<file path="src/rtl/step_debug_ctrl.sv">
// step_debug_ctrl: button front end, STEP/RUN clock-enable FSM,
// PC breakpoint and LED view multiplexer.
// Ports:
//   clock, reset (async, active high)
//   btn_step, btn_mode, btn_sel: raw async buttons
//   ch_data: NUM_CH packed channels; pc, bp_addr, bp_en: breakpoint
//   cpu_en: 1-cycle enable pulses; run_mode: 0 STEP / 1 RUN
//   bp_hit: sticky halt flag; view, led: LED mux; cycle_count
module step_debug_ctrl #(
  parameter int DATA_WIDTH      = 32,
  parameter int NUM_CH          = 4,
  parameter int LED_WIDTH       = 16,
  parameter int DEBOUNCE_CYCLES = 1000000,
  parameter int RUN_DIV         = 5000000,
  parameter int CNT_WIDTH       = 32,
  localparam int PARTS = DATA_WIDTH / LED_WIDTH,
  localparam int NV    = NUM_CH * PARTS,
  localparam int VW    = (NV > 1) ? $clog2(NV) : 1
) (
  input  logic                         clock,
  input  logic                         reset,
  input  logic                         btn_step,
  input  logic                         btn_mode,
  input  logic                         btn_sel,
  input  logic [NUM_CH*DATA_WIDTH-1:0] ch_data,
  input  logic [DATA_WIDTH-1:0]        pc,
  input  logic [DATA_WIDTH-1:0]        bp_addr,
  input  logic                         bp_en,
  output logic                         cpu_en,
  output logic                         run_mode,
  output logic                         bp_hit,
  output logic [VW-1:0]                view,
  output logic [LED_WIDTH-1:0]         led,
  output logic [CNT_WIDTH-1:0]         cycle_count
);

  localparam int DBW = $clog2(DEBOUNCE_CYCLES);
  localparam logic [DBW-1:0] DB_LAST =
    DBW'(DEBOUNCE_CYCLES - 1);

  localparam int DVW = (RUN_DIV > 1) ? $clog2(RUN_DIV) : 1;
  localparam logic [DVW-1:0] DIV_LAST = DVW'(RUN_DIV - 1);

  localparam logic [VW-1:0] VIEW_LAST = VW'(NV - 1);

  // bit 0 step, bit 1 mode, bit 2 sel
  logic [2:0]     raw;
  logic [2:0]     s1;
  logic [2:0]     s2;
  logic [2:0]     acc;
  logic [2:0]     prs;
  logic [DBW-1:0] dbc [3];

  assign raw = {btn_sel, btn_mode, btn_step};

  always_ff @(posedge clock or posedge reset) begin
    if (reset) begin
      s1  <= '0;
      s2  <= '0;
      acc <= '0;
      prs <= '0;
      for (int i = 0; i < 3; i++) dbc[i] <= '0;
    end else begin
      s1 <= raw;
      s2 <= s1;
      for (int i = 0; i < 3; i++) begin
        prs[i] <= 1'b0;
        if (s2[i] == acc[i]) begin
          dbc[i] <= '0;
        end else if (dbc[i] == DB_LAST) begin
          dbc[i] <= '0;
          acc[i] <= s2[i];
          // only a press (0->1) yields a pulse
          prs[i] <= s2[i];
        end else begin
          dbc[i] <= dbc[i] + 1'b1;
        end
      end
    end
  end

  logic step_p;
  logic mode_p;
  logic sel_p;

  assign step_p = prs[0];
  assign mode_p = prs[1];
  assign sel_p  = prs[2];

  typedef enum logic {
    STEP = 1'b0,
    RUN  = 1'b1
  } mode_e;

  mode_e          state_q;
  mode_e          state_d;
  logic [DVW-1:0] div_q;
  logic [DVW-1:0] div_d;
  logic           en_q;
  logic           en_d;
  logic           supp_q;
  logic           supp_d;
  logic           hit_q;
  logic           hit_d;
  logic           bp_stop;

  // a live match also masks an enable already in flight
  assign bp_stop = (state_q == RUN) && bp_en &&
                   (pc == bp_addr) && !supp_q;

  assign cpu_en   = en_q & ~bp_stop;
  assign run_mode = (state_q == RUN);
  assign bp_hit   = hit_q;

  always_comb begin
    state_d = state_q;
    div_d   = div_q;
    en_d    = 1'b0;
    supp_d  = supp_q;
    hit_d   = hit_q;
    if (cpu_en) supp_d = 1'b0;
    unique case (state_q)
      STEP: begin
        if (mode_p) begin
          state_d = RUN;
          div_d   = '0;
          hit_d   = 1'b0;
          supp_d  = 1'b1;
        end else if (step_p) begin
          en_d = 1'b1;
        end
      end
      RUN: begin
        if (bp_stop) begin
          state_d = STEP;
          hit_d   = 1'b1;
        end else if (mode_p) begin
          state_d = STEP;
        end else if (div_q == DIV_LAST) begin
          div_d = '0;
          en_d  = 1'b1;
        end else begin
          div_d = div_q + 1'b1;
        end
      end
      default: state_d = STEP;
    endcase
  end

  always_ff @(posedge clock or posedge reset) begin
    if (reset) begin
      state_q     <= STEP;
      div_q       <= '0;
      en_q        <= 1'b0;
      supp_q      <= 1'b0;
      hit_q       <= 1'b0;
      cycle_count <= '0;
    end else begin
      state_q <= state_d;
      div_q   <= div_d;
      en_q    <= en_d;
      supp_q  <= supp_d;
      hit_q   <= hit_d;
      if (cpu_en) cycle_count <= cycle_count + 1'b1;
    end
  end

  // view v maps straight to LED slice v of the packed channels
  logic [LED_WIDTH-1:0] slc [NV];

  for (genvar g = 0; g < NV; g++) begin : g_slc
    assign slc[g] = ch_data[g*LED_WIDTH +: LED_WIDTH];
  end

  always_ff @(posedge clock or posedge reset) begin
    if (reset) begin
      view <= '0;
      led  <= '0;
    end else begin
      if (sel_p) begin
        view <= (view == VIEW_LAST) ? '0 : view + 1'b1;
      end
      led <= slc[view];
    end
  end

endmodule

</file>
<file path="config.mk">
export PLATFORM = sky130hd
export DESIGN_NAME = step_debug_ctrl
export DESIGN_NICKNAME = d
export VERILOG_FILES = /design/src/rtl/step_debug_ctrl.sv
export SDC_FILE = /design/constraint.sdc
export NUM_CORES = 1
export LEC_CHECK = 0
export CAP_MARGIN = 20
export CORE_MARGIN = 4
export CORE_UTILIZATION = 48
export CTS_CLUSTER_DIAMETER = 200
export DETAILED_ROUTE_END_ITERATION = 16
export GPL_TIMING_DRIVEN = 0
export PLACE_DENSITY_LB_ADDON = 0.15
export SETUP_SLACK_MARGIN = 0.2
export SLEW_MARGIN = 20
export SYNTH_ARGS = -nofsm -noshare
export SYNTH_HDL_FRONTEND = slang
export SYNTH_SLANG_ARGS = --single-unit
</file>
<file path="constraint.sdc">
create_clock -name clock -period 7 [get_ports clock]
set_input_delay 1.4 -clock clock [delete_from_list [all_inputs] [get_ports clock]]
set_output_delay 1.4 -clock clock [all_outputs]
set_load 0.05 [all_outputs]
</file>
Yosys cells after proc, flatten, opt, wreduce, memory -nomap -nowiden
Index checks and enable logic that the tools add are counted.
- register bits: 150
- output and inout port bits: 54
- input port bits: 198
- add/sub/neg operators: 6
- reductions and logical operators: 9
- eq/ne operators: 13
- order comparisons: 1
- muxes and demuxes: 37
- bitwise logic cells: 7
- operators with widths (cell ; count):
    20-bit two-way mux ; 6
    23-bit two-way mux ; 4
    20-bit by 1-bit adder with 20-bit output (second input constant) ; 3
    20-bit == test (second input constant) ; 3
    16-bit binary-select mux with 3-bit select ; 1
    23-bit case mux with 2 select lines ; 1
    32-bit by 1-bit adder with 32-bit output (second input constant) ; 1
    32-bit == test ; 1
    16-bit two-way mux ; 2
    23-bit by 1-bit adder with 23-bit output (second input constant) ; 1
    23-bit == test (second input constant) ; 1
    1-bit two-way mux ; 19
    2-bit AND reduction ; 4
    2-bit inequality test (second input constant) ; 3
    1-bit case mux with 2 select lines ; 3
    1-bit NOT ; 5
    4-bit greater-or-equal comparator (second input constant) ; 1
    3-bit NOT with 4-bit output ; 1
    3-bit by 1-bit adder with 3-bit output (second input constant) ; 1
    1-bit == test ; 3
    3-bit == test (second input constant) ; 1
    1-bit logical AND ; 3
    3-bit two-way mux ; 1
    3-bit AND reduction ; 1
    other kinds (3) ; 3

Logic depth before layout (Yosys ltp)
- depth in word-level cells: 8
- depth in mapped cells: 8
- mapped depth without buffers: 7

Worst setup path after synthesis
No wires, ideal clock.
- kind: input port to output port
- start point: input bp_addr[6]
- end point: output cpu_en
- cell stages on the path: 6
- required time: 5.600 ns
- data arrival time: 2.989 ns
- slack: 2.611 ns
- path through: xnor2_1 nand4_1 or4_4 o31ai_4 buf_4 inv_1
- cells in the longest elaborated chain, start to end: 5
- RTL lines (element ; line ; RTL):
    from (decl) ; 27 ; input logic [DATA_WIDTH-1:0] bp_addr,
    32-bit == test ; 109 ; (pc == bp_addr) && !supp_q;
    1-bit logical AND ; 108 ; assign bp_stop = (state_q == RUN) && bp_en &&
    1-bit logical AND ; 109 ;
    1-bit NOT ; 111 ; assign cpu_en = en_q & ~bp_stop;
    1-bit AND ; 111 ;
    to (decl) ; 29 ; output logic cpu_en,
No other way between the ends.

Worst setup path in the final report
- start point: input pc[26]
- end point: output cpu_en
- cells in the longest elaborated chain, start to end: 5
- RTL lines (element ; line ; RTL):
    from (decl) ; 26 ; input logic [DATA_WIDTH-1:0] pc,
    32-bit == test ; 109 ;
    1-bit logical AND ; 108 ;
    1-bit logical AND ; 109 ;
    1-bit NOT ; 111 ;
    1-bit AND ; 111 ;
No other way between the ends.

==> results.ini <==
[sta]
max_freq_ghz=0.176
finalClockSkew_ns=0.0100
layout_setup_ws_ns=1.33
worst_pin_slew_ns=0.912
post-route-period-util=0.810
finalHoldViolCount=0
rsz0062_at_grt=false
max_slew_margin=0.386
slew_violations=0
setup_violations=0
finalCriticalPeriod_ns=5.67
tns_ns=0

[synth]
ys_top_cells_by_area=dfrtp_1 (45%), mux4_2 (8.6%), xor2_1 (6.7%), xnor2_1 (5.8%), nor2_1 (4.2%)
synth_edf_count=0
synth_nets=1009
yosys_warnings=0
synth_top_cell_by_area=dfrtp_1
synth.top_cell.area_share=0.445
synthesis.instances=804
synth-seq-area-share=0.445
synth_top_flop_cell=dfrtp_1
synth.distinct_cells=60
synth_most_common_cell=dfrtp_1
async_flop_share=1.00
synth_area_per_cell_um2=10.5
syn_area_um2=8430
ys_ff_latch=150
synth_commonest_cells=dfrtp_1 (150), nor2_1 (95), nand2_1 (65), xor2_1 (64), xnor2_1 (56)

[global_routing]
track_usage=0.251
busiest_layer=met2
grt_pass1_vias=7218
use_met1=0.347
grt_pass1_wl_um=39200
grt-ovfl-total=0
antenna_found_initial=0
grt_max_degree=82
grt_use_met3=0.0628
met2_usage=0.403

[drt]
drt_iter0_drc=477
via_per_inst=5.62
route.detailed.drc=0
num_vias=7369
drtAntennaViolNets=0
first_pass_iters=5
wl_per_cell_um=19.0
routed_wl_um=24900

[clock_network]
cts_buffer_depth=2
clk_latency_ns=0.43
cts_resized=0
cts_buffers=17
clock-root-buffer=clkbuf_16
ctsHoldBuffers=0
h-tree-depth=4
clkSlewWorstSetupHoldPaths_ns=0.07
cts.sinks=150
postCtsSetupRepairBufs=0
cts_tree=done

[floorplanning]
start_util=0.489
die-area_um2=19700
core-area_um2=17200
rows=48
die_x_um=141
io-pin-count=252
die_y_um=141

[placement]
dp_cells=1281
place_ws_ns=1.35
portBuffers=251
dp_hpwl_um=19000
gp_congestion=0.926

[pwr]
switching_share=0.238
power.internal_mw=1.55
seqPwrFrac=0.435
p_per_area_nw_per_um2=172
p_leak_nw=4.60
p_sw_uw=484
peakVddDrop_uv=192
p_comb_frac=0.113
report.power.total_mw=2.03
pwr-share-clk=0.452

[flow_run]
drv_cap=0

[run_status]
status=finished clean

[critical_path]
critPathArrivalTime_ns=4.27
path_max_fanout=10
cp-start-kind=input port
critPathKind=input port to output port
required_ns=5.60
crit_path_end_kind=output port

[min_path]
hold_class=flip-flop to flip-flop

[cells_and_area]
stdcell_count=1312
n_antenna_cell=0
final_core_util=0.687
layout.nets=1280
area_growth_pct=40.5
drive_above_1_share=0.103

-- flip-flops by register name, summed over array words and instances, names as in the netlist --
signal,cells
dbc,60
cycle_count,32
div_q,23
led,16
acc,3
prs,3
s1,3
s2,3
view,3
bp_hit,1
en_q,1
run_mode,1
supp_q,1
-- layout make-up --
| cell class | instances | area [um2] |
|---|---|---|
| Tap cell | 225 | 282 |
| Multi-Input combinational cell | 608 | 4460 |
| Clock inverter | 14 | 163 |
| Timing Repair Buffer | 252 | 2540 |
| Fill cell | 1354 | 5390 |
| Clock buffer | 17 | 425 |
| Buffer | 32 | 159 |
| Inverter | 14 | 60.1 |
| Sequential cell | 150 | 3750 |
-- power groups by stage --
stage	Clock (mW)	Sequential [mW]	Combinational, mW
after floorplan	0	0.916	0.0651
final	0.919	0.884	0.229
after global placement	0	0.900	0.225
after detailed placement	0	0.900	0.230
after CTS	0.933	0.884	0.231
after global routing	0.972	0.885	0.246
-- per-layer routing --
layer	up-vias	wire, um
li1	3485	-
met1	3612	10900
met2	240	12000
met3	32	1620
met4	0	352
met5	-	0
-- logic make-up after synthesis --
family / Yosys count / synth area share
mux: 56 / 0.117
compound gates: 57 / 0.0515
flops: 150 / 0.445
fa+ha+maj: 7 / 0.0104
buf+inv: 46 / 0.0251
xor+xnor: 120 / 0.125
simple gates: 368 / 0.226
-- final timing paths --
path / to / cells after the start / slack, ns / from
setup / recovery: cpu_en / 8 / 1.33 / pc[26]
hold / removal: s2[0]$_DFF_PP0_ / 0 / 0.35 / s1[0]$_DFF_PP0_
setup reg to reg: div_q[0]$_DFFE_PP0P_ / 7 / 4.44 / div_q[0]$_DFFE_PP0P_
hold reg to reg: s2[0]$_DFF_PP0_ / 0 / 0.35 / s1[0]$_DFF_PP0_
max in group asynchronous: led[0]$_DFF_PP0_ / 3 / 4.82 / reset
min in group asynchronous: s1[0]$_DFF_PP0_ / 2 / 1.42 / reset
-- layout by cell type, fill, tap and decap left out, types with 7 or more instances in the layout --
| master | instances |
|---|---|
| clkbuf_16 | 17 |
| mux2_2 | 22 |
| nor4_1 | 20 |
| xor2_1 | 64 |
| nor3_1 | 22 |
| nand2_1 | 65 |
| and4_1 | 12 |
| dfrtp_1 | 150 |
| clkdlybuf4s50_1 | 251 |
| inv_1 | 13 |
| nand4_1 | 41 |
| mux4_2 | 32 |
| clkbuf_1 | 15 |
| and3_1 | 12 |
| o211ai_1 | 11 |
| nor2_1 | 95 |
| xnor2_1 | 56 |
| nand3_1 | 55 |
| a21oi_1 | 7 |
| ha_1 | 7 |
| buf_2 | 9 |
-- worst max-delay path: stages --
cell	delay, ns
clkdlybuf4s50_1	0.45
xnor2_1	0.25
nand4_1	0.13
or4_4	0.60
o31ai_4	0.43
buf_4	0.26
inv_1	0.05
clkdlybuf4s50_1	0.69
-- metrics by stage --
step                area (um2)  hold WS [ns]
floorplan                 8430         0.331
global placement         11200         0.333
detailed placement       11300         0.336
CTS                      11800         0.351
global route             11800         0.358
finish                   11800         0.350
Note: power is estimated with default switching activity, not from simulation.
